--- config.mk ---
export PLATFORM = sky130hd
export DESIGN_NAME = rmii_frame_rx
export DESIGN_NICKNAME = d
export VERILOG_FILES = /design/src/rtl/rmii_pkg.sv /design/src/rtl/crc32_dibit.sv /design/src/rtl/rmii_frame_rx.sv
export SDC_FILE = /design/constraint.sdc
export NUM_CORES = 1
export LEC_CHECK = 0
export BUFFER_PORTS_ARGS = -buffer_cell sky130_fd_sc_hd__buf_4
export CORE_AREA = 2 2 152 169
export CTS_CLUSTER_DIAMETER = 150
export DETAILED_ROUTE_END_ITERATION = 7
export DIE_AREA = 0 0 154 171
export GPL_TIMING_DRIVEN = 0
export PLACE_DENSITY = 0.44
export SLEW_MARGIN = 20
export SYNTH_ARGS = -nofsm -noshare
export SYNTH_HDL_FRONTEND = slang
export SYNTH_SLANG_ARGS = --single-unit
--- constraint.sdc ---
create_clock -name clk -period 9 [get_ports clk]
set_clock_uncertainty 0.15 [all_clocks]
set_input_delay 1.8 -clock clk [delete_from_list [all_inputs] [get_ports clk]]
set_output_delay 1.8 -clock clk [all_outputs]
set_load 0.05 [all_outputs]
--- src/rtl/rmii_pkg.sv ---
// Shared definitions for the RMII receive path.
// - rx_state_e        : receiver FSM states
// - FRAME_DIBITS      : dibits in a fixed 64-byte frame
// - MIN_PREAMBLE_DIBITS : preamble dibits required before SFD
// - CRC_POLY / CRC_RESIDUE : reflected CRC-32 constants
// - byte offsets of the fields the receiver inspects
// - mac_byte()        : picks wire-order byte k of a 48-bit MAC
package rmii_pkg;

  typedef enum logic [2:0] {
    IDLE      = 3'd0,
    PREAMBLE  = 3'd1,
    FRAME     = 3'd2,
    CHECK     = 3'd3,
    WAIT_IDLE = 3'd4
  } rx_state_e;

  localparam int FRAME_DIBITS        = 256;
  localparam int MIN_PREAMBLE_DIBITS = 8;
  localparam int PRE_CNT_MAX         = 31;

  localparam logic [31:0] CRC_POLY    = 32'hEDB88320;
  localparam logic [31:0] CRC_RESIDUE = 32'hDEBB20E3;
  localparam logic [31:0] CRC_INIT    = 32'hFFFFFFFF;

  localparam int DST_OFS       = 0;
  localparam int MAC_BYTES     = 6;
  localparam int TYPE_OFS      = 12;
  localparam int PAYLOAD_FIRST = 12;
  localparam int PAYLOAD_LAST  = 18;

  // Byte k of a MAC address in wire order: k=0 is mac[47:40].
  function automatic logic [7:0] mac_byte(input logic [47:0] mac, input logic [5:0] k);
    logic [7:0] b;
    b = '0;
    for (int i = 0; i < MAC_BYTES; i++) begin
      if (k == 6'(i)) b = mac[47-8*i -: 8];
    end
    return b;
  endfunction

endpackage

--- src/rtl/crc32_dibit.sv ---
// Combinational reflected CRC-32 step over one RMII dibit.
// Ports:
//   crc_in  [31:0] : current CRC register
//   dibit   [1:0]  : received dibit, dibit[0] is the earlier bit on the wire
//   crc_out [31:0] : CRC register after both bits have been absorbed
// No inversion is applied; callers compare against the fixed residue.
module crc32_dibit
  import rmii_pkg::*;
(
  input  logic [31:0] crc_in,
  input  logic [1:0]  dibit,
  output logic [31:0] crc_out
);

  always_comb begin
    logic [31:0] c;
    c = crc_in;
    for (int i = 0; i < 2; i++) begin
      if (c[0] ^ dibit[i]) c = (c >> 1) ^ CRC_POLY;
      else                 c = c >> 1;
    end
    crc_out = c;
  end

endmodule

--- src/rtl/rmii_frame_rx.sv ---
// RMII receive front end for the Ethernet debug interface.
// Locks on preamble/SFD, deserializes a fixed 64-byte frame, filters on
// destination MAC and ethertype, checks the FCS residue and presents
// bytes 12..18 of an accepted frame as a 56-bit payload.
// Ports:
//   clk     : 50 MHz RMII reference clock, rising edge
//   rst     : synchronous active-high reset
//   crsdv   : RMII carrier-sense / data-valid
//   rxd[1:0]: RMII receive dibit, rxd[0] earlier on the wire
//   payload : {byte12 .. byte18} of the last accepted frame
//   valid   : one-cycle pulse when payload has been updated
module rmii_frame_rx
  import rmii_pkg::*;
#(
  parameter logic [47:0] FPGA_MAC  = 48'h0,
  parameter logic [15:0] ETHERTYPE = 16'h88B5
) (
  input  logic        clk,
  input  logic        rst,
  input  logic        crsdv,
  input  logic [1:0]  rxd,
  output logic [55:0] payload,
  output logic        valid
);

  rx_state_e   state_q, state_d;
  logic [4:0]  pre_cnt_q, pre_cnt_d;
  logic [7:0]  cnt_q, cnt_d;
  logic [31:0] crc_q, crc_d, crc_next;
  logic        mac_ok_q, mac_ok_d;
  logic        type_ok_q, type_ok_d;
  logic [7:0]  byte_q, byte_d;
  logic [55:0] staging_q, staging_d;
  logic [55:0] payload_q, payload_d;
  logic        valid_q, valid_d;

  logic [7:0]  byte_now;
  logic [5:0]  byte_idx;
  logic        byte_done;

  crc32_dibit u_crc (
    .crc_in  (crc_q),
    .dibit   (rxd),
    .crc_out (crc_next)
  );

  // LSB-first assembly: the newest dibit lands in the top bits, so after
  // four dibits the first one received sits in byte[1:0].
  assign byte_now  = {rxd, byte_q[7:2]};
  assign byte_idx  = cnt_q[7:2];
  assign byte_done = (cnt_q[1:0] == 2'b11);

  always_comb begin
    state_d   = state_q;
    pre_cnt_d = pre_cnt_q;
    cnt_d     = cnt_q;
    crc_d     = crc_q;
    mac_ok_d  = mac_ok_q;
    type_ok_d = type_ok_q;
    byte_d    = byte_q;
    staging_d = staging_q;
    payload_d = payload_q;
    valid_d   = 1'b0;

    unique case (state_q)
      IDLE: begin
        if (crsdv) begin
          if (rxd == 2'b01) begin
            state_d   = PREAMBLE;
            pre_cnt_d = 5'd1;
          end else if (rxd != 2'b00) begin
            state_d = WAIT_IDLE;
          end
        end
      end

      PREAMBLE: begin
        if (!crsdv) begin
          state_d = IDLE;
        end else begin
          unique case (rxd)
            2'b01: begin
              if (pre_cnt_q != 5'(PRE_CNT_MAX)) pre_cnt_d = pre_cnt_q + 5'd1;
            end
            2'b11: begin
              if (pre_cnt_q >= 5'(MIN_PREAMBLE_DIBITS)) begin
                state_d   = FRAME;
                cnt_d     = '0;
                crc_d     = CRC_INIT;
                mac_ok_d  = 1'b1;
                type_ok_d = 1'b1;
              end else begin
                state_d = WAIT_IDLE;
              end
            end
            default: state_d = WAIT_IDLE;
          endcase
        end
      end

      FRAME: begin
        if (!crsdv) begin
          state_d = IDLE;
        end else begin
          byte_d = byte_now;
          crc_d  = crc_next;
          cnt_d  = cnt_q + 8'd1;
          if (byte_done) begin
            if (byte_idx < 6'(DST_OFS + MAC_BYTES))
              mac_ok_d = mac_ok_q & (byte_now == mac_byte(FPGA_MAC, byte_idx));
            if (byte_idx == 6'(TYPE_OFS))
              type_ok_d = type_ok_q & (byte_now == ETHERTYPE[15:8]);
            if (byte_idx == 6'(TYPE_OFS + 1))
              type_ok_d = type_ok_q & (byte_now == ETHERTYPE[7:0]);
            // Bytes arrive in order, so shifting in yields byte12 at the top.
            if (byte_idx >= 6'(PAYLOAD_FIRST) && byte_idx <= 6'(PAYLOAD_LAST))
              staging_d = {staging_q[47:0], byte_now};
          end
          // 8-bit counter wraps exactly at the frame length.
          if (cnt_q == 8'(FRAME_DIBITS - 1)) state_d = CHECK;
        end
      end

      CHECK: begin
        if (mac_ok_q && type_ok_q && (crc_q == CRC_RESIDUE)) begin
          payload_d = staging_q;
          valid_d   = 1'b1;
        end
        state_d = WAIT_IDLE;
      end

      WAIT_IDLE: begin
        if (!crsdv) state_d = IDLE;
      end

      default: state_d = IDLE;
    endcase
  end

  // Control and visible outputs
  always_ff @(posedge clk) begin
    if (rst) begin
      state_q   <= IDLE;
      pre_cnt_q <= '0;
      cnt_q     <= '0;
      crc_q     <= CRC_INIT;
      mac_ok_q  <= 1'b1;
      type_ok_q <= 1'b1;
      payload_q <= '0;
      valid_q   <= 1'b0;
    end else begin
      state_q   <= state_d;
      pre_cnt_q <= pre_cnt_d;
      cnt_q     <= cnt_d;
      crc_q     <= crc_d;
      mac_ok_q  <= mac_ok_d;
      type_ok_q <= type_ok_d;
      payload_q <= payload_d;
      valid_q   <= valid_d;
    end
  end

  // Assembly datapath; every frame fully rewrites it before use
  always_ff @(posedge clk) begin
    byte_q    <= byte_d;
    staging_q <= staging_d;
  end

  assign payload = payload_q;
  assign valid   = valid_q;

endmodule

Word level (Yosys, flattened, before mapping). Cells that the tools add are included.

Add/sub/neg operators: 2. $lt $le $gt $ge: 4. Equality and inequality tests: 30. Multiplexer cells: 45. Bitwise operators: 8. Reduce and logical (&&, ||, !) cells: 16.

Operators by type and width (number): $mux W32 (6); $mux W8 (8); $pmux W32 S2 (1); $eq A32 B32 Y1 const B (1); $not A13 Y14 (2); $mux W5 (5); $eq A8 B8 Y1 const B (3); $mux W3 (8); $ne A2 B2 Y1 const B (11); $pmux W8 S2 (1); $pmux W3 S5 (1); $reduce_and A7 Y1 (2); $eq A6 B4 Y1 const B (2); $ne A3 B3 Y1 const B (4); $mux W1 (11); $pmux W5 S2 (1); $reduce_and A5 Y1 (2); $add A8 B1 Y8 const B (1); $eq A8 B8 Y1 (1); $eq A3 B2 Y1 const B (2); $ge A6 B4 Y1 const B (1); $le A6 B5 Y1 const B (1); $lt A6 B3 Y1 const B (1); $pmux W3 S2 (1); other kinds (18) (28).

Register bits: 171. Input bits: 5. Output and inout port bits: 57. Word-level logic and storage cells: 115.

Depth between registers and ports, before layout. Gate-level depths: netlist of the first run.

Depth after elaboration: 11. Depth in mapped cells: 7. Mapped depth without buffers: 7.

Cells and area by module. From an unflattened synthesis of the first run, not the netlist that was laid out.

Cells, all modules: 666. Area, all modules: 7216.9 µm².

Modules (own cells, without submodules): rmii_frame_rx (instances 1, cells each 630, area an instance 6802.8 µm², sequential area each 4003.8 µm²); crc32_dibit (instances 1, cells each 36, area an instance 414.1 µm², sequential area each 0.0 µm²).

Worst setup path after synthesis of the first run. No wires, ideal clock.

Path kind: input to register. Start: input port crsdv. End: register staging_q[0] (enable). Library setup time: 0.554 ns. Arrival: 6.341 ns. Data required time: 8.296 ns. Path slack: 1.955 ns. Stages on the path: 3. Buffers on the path: 1. Path through: clkbuf_1 -> nand2_1 -> a211oi_1.

Word-level cells in the longest chain between the ends: 1.

Ends and longest elaborated chain: start, declared (RTL line rmii_frame_rx.sv:20) `input logic crsdv,`; $reduce_and A4 Y1 (no line); end signal, assigned (RTL line rmii_frame_rx.sv:166) `staging_q <= staging_d;`; end, declared (RTL line rmii_frame_rx.sv:33) `logic [55:0] staging_q, staging_d;`.

No other way between the ends. A chain may end at the register's enable or synchronous reset.

Worst setup path in the final report of the first run.
Start: input port crsdv. End: register staging_q[47] (enable).

The elaborated chain is that of the path after synthesis.

==> impl_metrics.ini, run 1 <==
[floorplanning]
die_height_um = 171
die_width_um = 154
initial_util = 0.285
placement_rows = 61
area_inside_the_core_boundary_mm2 = 0.0248
fp.dieArea_mm2 = 0.0263
io-pin-count = 62

[critical_path]
cp_cell_sequence = buf_4, clkbuf_1, nand2_1, a211oi_4, buf_8, buf_8, buf_6
timing.setup.critical_path_class = in -> reg
cp-end-kind = register
cpLargestDelayFamily = buffers and inverters
critical_path_peak_fanout = 14
worst_ep_arrival_time_ns = 3.77
slowest_cp_cell = sky130_fd_sc_hd__a211oi_4
critical-path-max-stage-delay_ns = 0.60
critPathMostFrequentCell = sky130_fd_sc_hd__buf_8
count_of_buffering_cells_on_the_critical_path_with_inverters_included = 5
worst_setup_path_start_kind = input pin
cp.required_ns = 8.99

[logic_synthesis]
netlist_top_cells_area = sky130_fd_sc_hd__dfxtp_1, sky130_fd_sc_hd__edfxtp_1, sky130_fd_sc_hd__nand2b_1, sky130_fd_sc_hd__mux2i_1, sky130_fd_sc_hd__xnor2_1
edff_count_synth = 62
synth_seq_cells = 169
synth_cell_type_count = 51
synthesis.yosys.warnings = 0
synth-simple-area-share = 0.201
post_synth_xor_area_fraction = 0.0305
synth_top_cell_by_area = sky130_fd_sc_hd__dfxtp_1
synth_top_family_by_area = simple AND/OR/NAND/NOR gates
synth.cell_area_mm2 = 0.00707
ys.flop_type = sky130_fd_sc_hd__dfxtp_1
synth_sequential_area_ratio = 0.567
post-synth-top-area-fraction = 0.303
syn-instance-count = 625
syn-num-nets = 634
muxShareOfSynthArea = 0.0807
synth-adder-area-share = 0.00708
synth.avg_cell_area_um2 = 11.3
ys_async_sr_fraction = 0
synth_compound_area_frac = 0.0846

[clocking]
cts_hold_buf = 0
clock_sink_count = 169
ctsRootBufferMaster = sky130_fd_sc_hd__clkbuf_16
cts.repair_timing.setup_buffer_count = 0
cts.reportedPaths.clkPinSlew_ns = 0.07
post_cts_resized = 0
insertion_delay_ns = 0.43
cts_htree_levels = 4
cts.path.max_buffers = 2
tritoncts = built
cts_bufs_inserted = 17

[routing]
dr_vias_cell = 4.66
detail-route-antenna-nets = 0
detailedRoute.firstIterationViolations = 266
detail_route.drc_violations = 0
drt_pre_antenna_iters = 5
routed_wirelength_mm = 16.9
routed-via-count = 4823
wl_per_cell_um = 16.3

[timing]
min_period_ns = 3.78
setup_tns_ns = 0
finalHoldViolations = 0
final-setup-viol-count = 0
timing.final.max_slew_violations = 0
unrepaired_setup_endpoints_after_global_routing = no
post-route-period-util = 0.420
timing.slew.headroom = 0.486
max_clock_freq_mhz = 265
max_slew.worst_pin.slew_ns = 0.767

[placed_design]
gp_routability_congestion = 0.807
dp_hpwl_mm = 12.0
port_buffers = 60

[pwr]
power_mw = 1.56
power.leakage_nw = 2.99
vdd_ir_drop_max_mv = 0.114
pwr_density_cell_mw_per_mm2 = 182

[grt]
grt_start_max_net_pins = 18
first_pass_grt_wire_length_mm = 26.8
grt.total_usage = 0.132
grt_pass1_vias = 4912
grt_remaining_overflow = 0
number_of_antenna_violations_at_the_first_check_in_global_routing = 0

[layout]
antenna-diode-count = 0
syn2layout_area_growth_pct = 21.0
final_net_count = 717
drive_gt1_frac = 0.162

[status]
outcome = complete, no violations

[worst_hold_path]
min-delay-path-class = reg -> reg

[job]
max_cap_viols = 0
-- kinds of logic after synthesis --
| kind of cell | after synthesis |
|---|---|
| xor gates and xnor gates | 22 |
| and+or+nand+nor | 234 |
| adders and majority gates | 4 |
| buffers and inverters | 45 |
| DFF | 169 |
| muxes | 57 |
| AOI/OAI and AO/OA | 94 |
-- power by group --
part	switching, mW	total [mW]	internal [mW]
sequential	0.000541	0.787	0.787
clock	0.338	0.713	0.375
combinational	0.0349	0.0571	0.0221
total	0.373	1.56	1.18
-- Yosys cell counts, types with 4 or more instances --
library cell / n
sky130_fd_sc_hd__nand2b_1: 117
sky130_fd_sc_hd__dfxtp_1: 107
sky130_fd_sc_hd__edfxtp_1: 62
sky130_fd_sc_hd__mux2i_1: 57
sky130_fd_sc_hd__a21oi_1: 32
sky130_fd_sc_hd__clkbuf_1: 29
sky130_fd_sc_hd__nand3_1: 22
sky130_fd_sc_hd__nor3_1: 20
sky130_fd_sc_hd__o21bai_1: 19
sky130_fd_sc_hd__xnor2_1: 19
sky130_fd_sc_hd__nor2_1: 18
sky130_fd_sc_hd__o21ai_0: 15
sky130_fd_sc_hd__nand2_1: 13
sky130_fd_sc_hd__a22oi_1: 6
sky130_fd_sc_hd__inv_1: 6
sky130_fd_sc_hd__nand4_1: 6
sky130_fd_sc_hd__nor4bb_1: 5
sky130_fd_sc_hd__o31ai_1: 5
sky130_fd_sc_hd__or4_1: 5
sky130_fd_sc_hd__and3_1: 4
sky130_fd_sc_hd__buf_6: 4
sky130_fd_sc_hd__ha_1: 4
sky130_fd_sc_hd__o211ai_1: 4
-- worst paths after layout --
check | from | endpoint | slack (ns) | cells after the start
hold reg to reg | staging_q[33] | staging_q[41] | 0.30 | 0
hold / removal | staging_q[33] | staging_q[41] | 0.30 | 0
setup reg to reg | state_q[1] | staging_q[47] | 6.04 | 7
setup / recovery | crsdv | staging_q[47] | 5.22 | 7
-- metrics by stage --
| stage | area [µm²] | instances | utilization | setup WS, ns | hold WS [ns] |
|---|---|---|---|---|---|
| floorplan | 7070 | 625 | - | 1.96 | 0.269 |
| global placement | 7910 | 1000 | 0.319 | -0.383 | 0.287 |
| detailed placement | 7980 | 1004 | 0.322 | 4.75 | 0.286 |
| CTS | 8550 | 1036 | 0.345 | 5.20 | 0.300 |
| global route | 8550 | 1036 | 0.345 | 5.11 | 0.307 |
| finish | 8550 | 1036 | 0.345 | 5.22 | 0.304 |
-- area by class of cell --
class | count | area (µm²)
Multi-Input combinational cell | 411 | 2870
Inverter | 7 | 26.3
Tap cell | 315 | 394
Fill cell | 2487 | 16300
Clock buffer | 19 | 443
Buffer | 38 | 184
Clock inverter | 13 | 130
Sequential cell | 169 | 4000
Timing Repair Buffer | 64 | 507
-- cell usage in the layout, fill, tap and decap left out, types with 3 or more instances in the layout --
cell                           n
sky130_fd_sc_hd__nor2_1       18
sky130_fd_sc_hd__clkbuf_1     30
sky130_fd_sc_hd__nor4bb_1      5
sky130_fd_sc_hd__o31ai_1       5
sky130_fd_sc_hd__buf_8         3
sky130_fd_sc_hd__inv_8         5
sky130_fd_sc_hd__nand2_1      13
sky130_fd_sc_hd__a22oi_1       6
sky130_fd_sc_hd__xnor2_1      19
sky130_fd_sc_hd__nand3_1      22
sky130_fd_sc_hd__o21ai_0      15
sky130_fd_sc_hd__buf_4        62
sky130_fd_sc_hd__nor3_1       20
sky130_fd_sc_hd__inv_1         6
sky130_fd_sc_hd__o211ai_1      4
sky130_fd_sc_hd__nand4b_1      3
sky130_fd_sc_hd__buf_2         3
sky130_fd_sc_hd__ha_1          4
sky130_fd_sc_hd__dfxtp_1     107
sky130_fd_sc_hd__nor4_1        3
sky130_fd_sc_hd__buf_6         5
sky130_fd_sc_hd__and3_1        4
sky130_fd_sc_hd__mux2i_1      57
sky130_fd_sc_hd__clkinvlp_4    3
sky130_fd_sc_hd__nand2b_1    117
sky130_fd_sc_hd__o21bai_1     19
sky130_fd_sc_hd__or4_1         5
sky130_fd_sc_hd__nand4_1       6
sky130_fd_sc_hd__clkbuf_16    17
sky130_fd_sc_hd__a21oi_1      32
sky130_fd_sc_hd__inv_6         3
sky130_fd_sc_hd__edfxtp_1     62
sky130_fd_sc_hd__and4_1        3
-- flip-flops by register name (all words and copies together), names as in the netlist --
register,cells
byte_q,6
cnt_q,8
crc_q,32
mac_ok_q,1
payload,56
pre_cnt_q,5
staging_q,56
state_q,3
type_ok_q,1
valid,1
-- per-layer routing --
| metal | wire length, µm | vias to the layer above | GRT usage |
|---|---|---|---|
| li1 | - | 2385 | - |
| met1 | 7990 | 2338 | 0.166 |
| met2 | 8060 | 83 | 0.224 |
| met3 | 587 | 17 | 0.0268 |
| met4 | 240 | 0 | 0.0463 |
| met5 | 0 | - | 0 |
Note: power is estimated with default switching activity, not from simulation.
==> inputs of run 2 (changes only) <==
--- a/config.mk
+++ b/config.mk
@@ -11,7 +11,7 @@
 export DETAILED_ROUTE_END_ITERATION = 7
 export DIE_AREA = 0 0 154 171
 export GPL_TIMING_DRIVEN = 0
-export PLACE_DENSITY = 0.44
+export PLACE_DENSITY = 0.46
 export SLEW_MARGIN = 20
 export SYNTH_ARGS = -nofsm -noshare
 export SYNTH_HDL_FRONTEND = slang
==> constraint.sdc (replaced) <==
create_clock -name clk -period 3.2 [get_ports clk]
set_clock_uncertainty 0.15 [all_clocks]
set_input_delay 0.64 -clock clk [delete_from_list [all_inputs] [get_ports clk]]
set_output_delay 0.64 -clock clk [all_outputs]
set_load 0.05 [all_outputs]
==> impl_metrics.ini, run 2 (synthesis results as in run 1) <==
[clocking]
cts_hold_buf = 0
clock_sink_count = 169
insertion_delay_ns = 0.42
cts_htree_levels = 4
cts.repair_timing.setup_buffer_count = 0
ctsRootBufferMaster = sky130_fd_sc_hd__clkbuf_16
cts.reportedPaths.clkPinSlew_ns = 0.07
post_cts_resized = 0
cts.path.max_buffers = 2
cts_bufs_inserted = 17
tritoncts = built

[floorplanning]
die_height_um = 171
fp.dieArea_mm2 = 0.0263
die_width_um = 154
initial_util = 0.285
area_inside_the_core_boundary_mm2 = 0.0248
io-pin-count = 62
placement_rows = 61

[pwr]
power_mw = 4.40
pwr_density_cell_mw_per_mm2 = 515
combinational_power_share = 0.036
internal-power_mw = 3.40
vdd_ir_drop_max_mv = 0.236
power.leakage_nw = 3.00
switchingPower_mw = 1.00
power.share.switching = 0.228
share_of_power_burned_in_registers = 0.503
clock_power_share = 0.461

[critical_path]
critPathMostFrequentCell = sky130_fd_sc_hd__buf_6
cpLargestDelayFamily = buffers and inverters
count_of_buffering_cells_on_the_critical_path_with_inverters_included = 3
cp.required_ns = 3.17
cp_cell_sequence = clkbuf_1, nor3b_2, nand2_1, a211oi_4, buf_6, buf_6
worst_setup_path_start_kind = register
critical-path-max-stage-delay_ns = 0.42
slowest_cp_cell = sky130_fd_sc_hd__nor3b_2
critical_path_peak_fanout = 15
worst_ep_arrival_time_ns = 2.62
timing.setup.critical_path_class = reg -> reg
cp-end-kind = register

[routing]
detail-route-antenna-nets = 0
detail_route.drc_violations = 0
routed-via-count = 4810
detailedRoute.firstIterationViolations = 326
routed_wirelength_mm = 16.4
dr_vias_cell = 4.64
drt_pre_antenna_iters = 4
wl_per_cell_um = 15.8

[timing]
min_period_ns = 2.66
fin_hold_ws_ns = 0.301
final-setup-viol-count = 0
timing.slew.headroom = 0.475
max_slew.worst_pin.slew_ns = 0.784
post-route-period-util = 0.830
setup_slack_ns = 0.544
timing.final.max_slew_violations = 0
max_clock_freq_mhz = 377
unrepaired_setup_endpoints_after_global_routing = no
finalHoldViolations = 0

[layout]
layout.cells.most_common_list = sky130_fd_sc_hd__nand2b_1, sky130_fd_sc_hd__dfxtp_1, sky130_fd_sc_hd__buf_4, sky130_fd_sc_hd__edfxtp_1, sky130_fd_sc_hd__mux2i_1
syn2layout_area_growth_pct = 21.0
layout.core_utilization = 0.345
antenna-diode-count = 0
most_common_cell_after_layout_fill_and_taps_aside = sky130_fd_sc_hd__nand2b_1
drive_gt1_frac = 0.161
final_net_count = 717

[grt]
grt_start_max_net_pins = 17
grt_remaining_overflow = 0
groute.layer.met3.usage = 0.0241
number_of_antenna_violations_at_the_first_check_in_global_routing = 0
first_pass_grt_wire_length_mm = 26.2
busiest_layer = met2
grt.total_usage = 0.129
grt_pass1_vias = 4777
grt.met1_usage = 0.168
grt_util_met2 = 0.211

[placed_design]
post-place-ws_ns = 0.484
dp_hpwl_mm = 11.8
port_buffers = 60
gp_routability_congestion = 0.791

[worst_hold_path]
min-delay-path-class = reg -> reg

[status]
outcome = complete, no violations

[job]
max_cap_viols = 0
[run 2: changes by cell type in the layout (fill, tap and decap cells not counted)]
| cell | change |
|---|---|
| sky130_fd_sc_hd__bufinv_16 | +1 |
| sky130_fd_sc_hd__clkinvlp_4 | -3 |
| sky130_fd_sc_hd__inv_8 | -3 |
| sky130_fd_sc_hd__inv_4 | +1 |
| sky130_fd_sc_hd__buf_8 | -3 |
| sky130_fd_sc_hd__clkinv_2 | +1 |
| sky130_fd_sc_hd__clkbuf_1 | +1 |
| sky130_fd_sc_hd__inv_6 | +2 |
| sky130_fd_sc_hd__buf_6 | +3 |
[run 2: per-layer routing]
| layer | up-vias | wire [µm] | share of wire |
|---|---|---|---|
| met2 | 93 | 7880 | 0.48 |
| met3 | 15 | 536 | 0.033 |
| met4 | 0 | 238 | 0.015 |
| met5 | - | 0 | 0 |
| met1 | 2319 | 7750 | 0.47 |
| li1 | 2383 | - | - |
[run 2: per-stage QoR]
stage	setup TNS [ns]	cells	area, µm²
4_1_cts	0	1036	8550
6_report	0	1036	8550
2_1_floorplan	0	625	7080
3_3_place_gp	-53.15	1000	7920
5_1_grt	0	1036	8550
3_5_place_dp	0	1004	7970
[run 2: cell type report]
cell class / count / area, µm²
clock inverter: 12 / 133
clock buffer: 20 / 447
tap: 315 / 394
fill: 2465 / 16300
sequential: 169 / 4000
multi-input combinational: 411 / 2870
timing repair buffer: 64 / 495
inverter: 7 / 26.3
buffer: 38 / 184
[run 2: power groups by stage]
stage	clock network [mW]	logic, mW	registers [mW]
3_5_place_dp	0	0.162	2.26
6_report	2.03	0.159	2.22
2_1_floorplan	0	0.112	2.26
4_1_cts	2.09	0.162	2.21
3_3_place_gp	0	0.160	2.26
5_1_grt	2.18	0.176	2.21
[run 2: worst paths after layout]
kind	startpoint	to	slack [ns]	depth (start not counted)
max reg2reg	state_q[1]	staging_q[55]	0.54	6
min	staging_q[43]	staging_q[51]	0.30	0
max	state_q[1]	staging_q[55]	0.54	6
min reg2reg	staging_q[43]	staging_q[51]	0.30	0
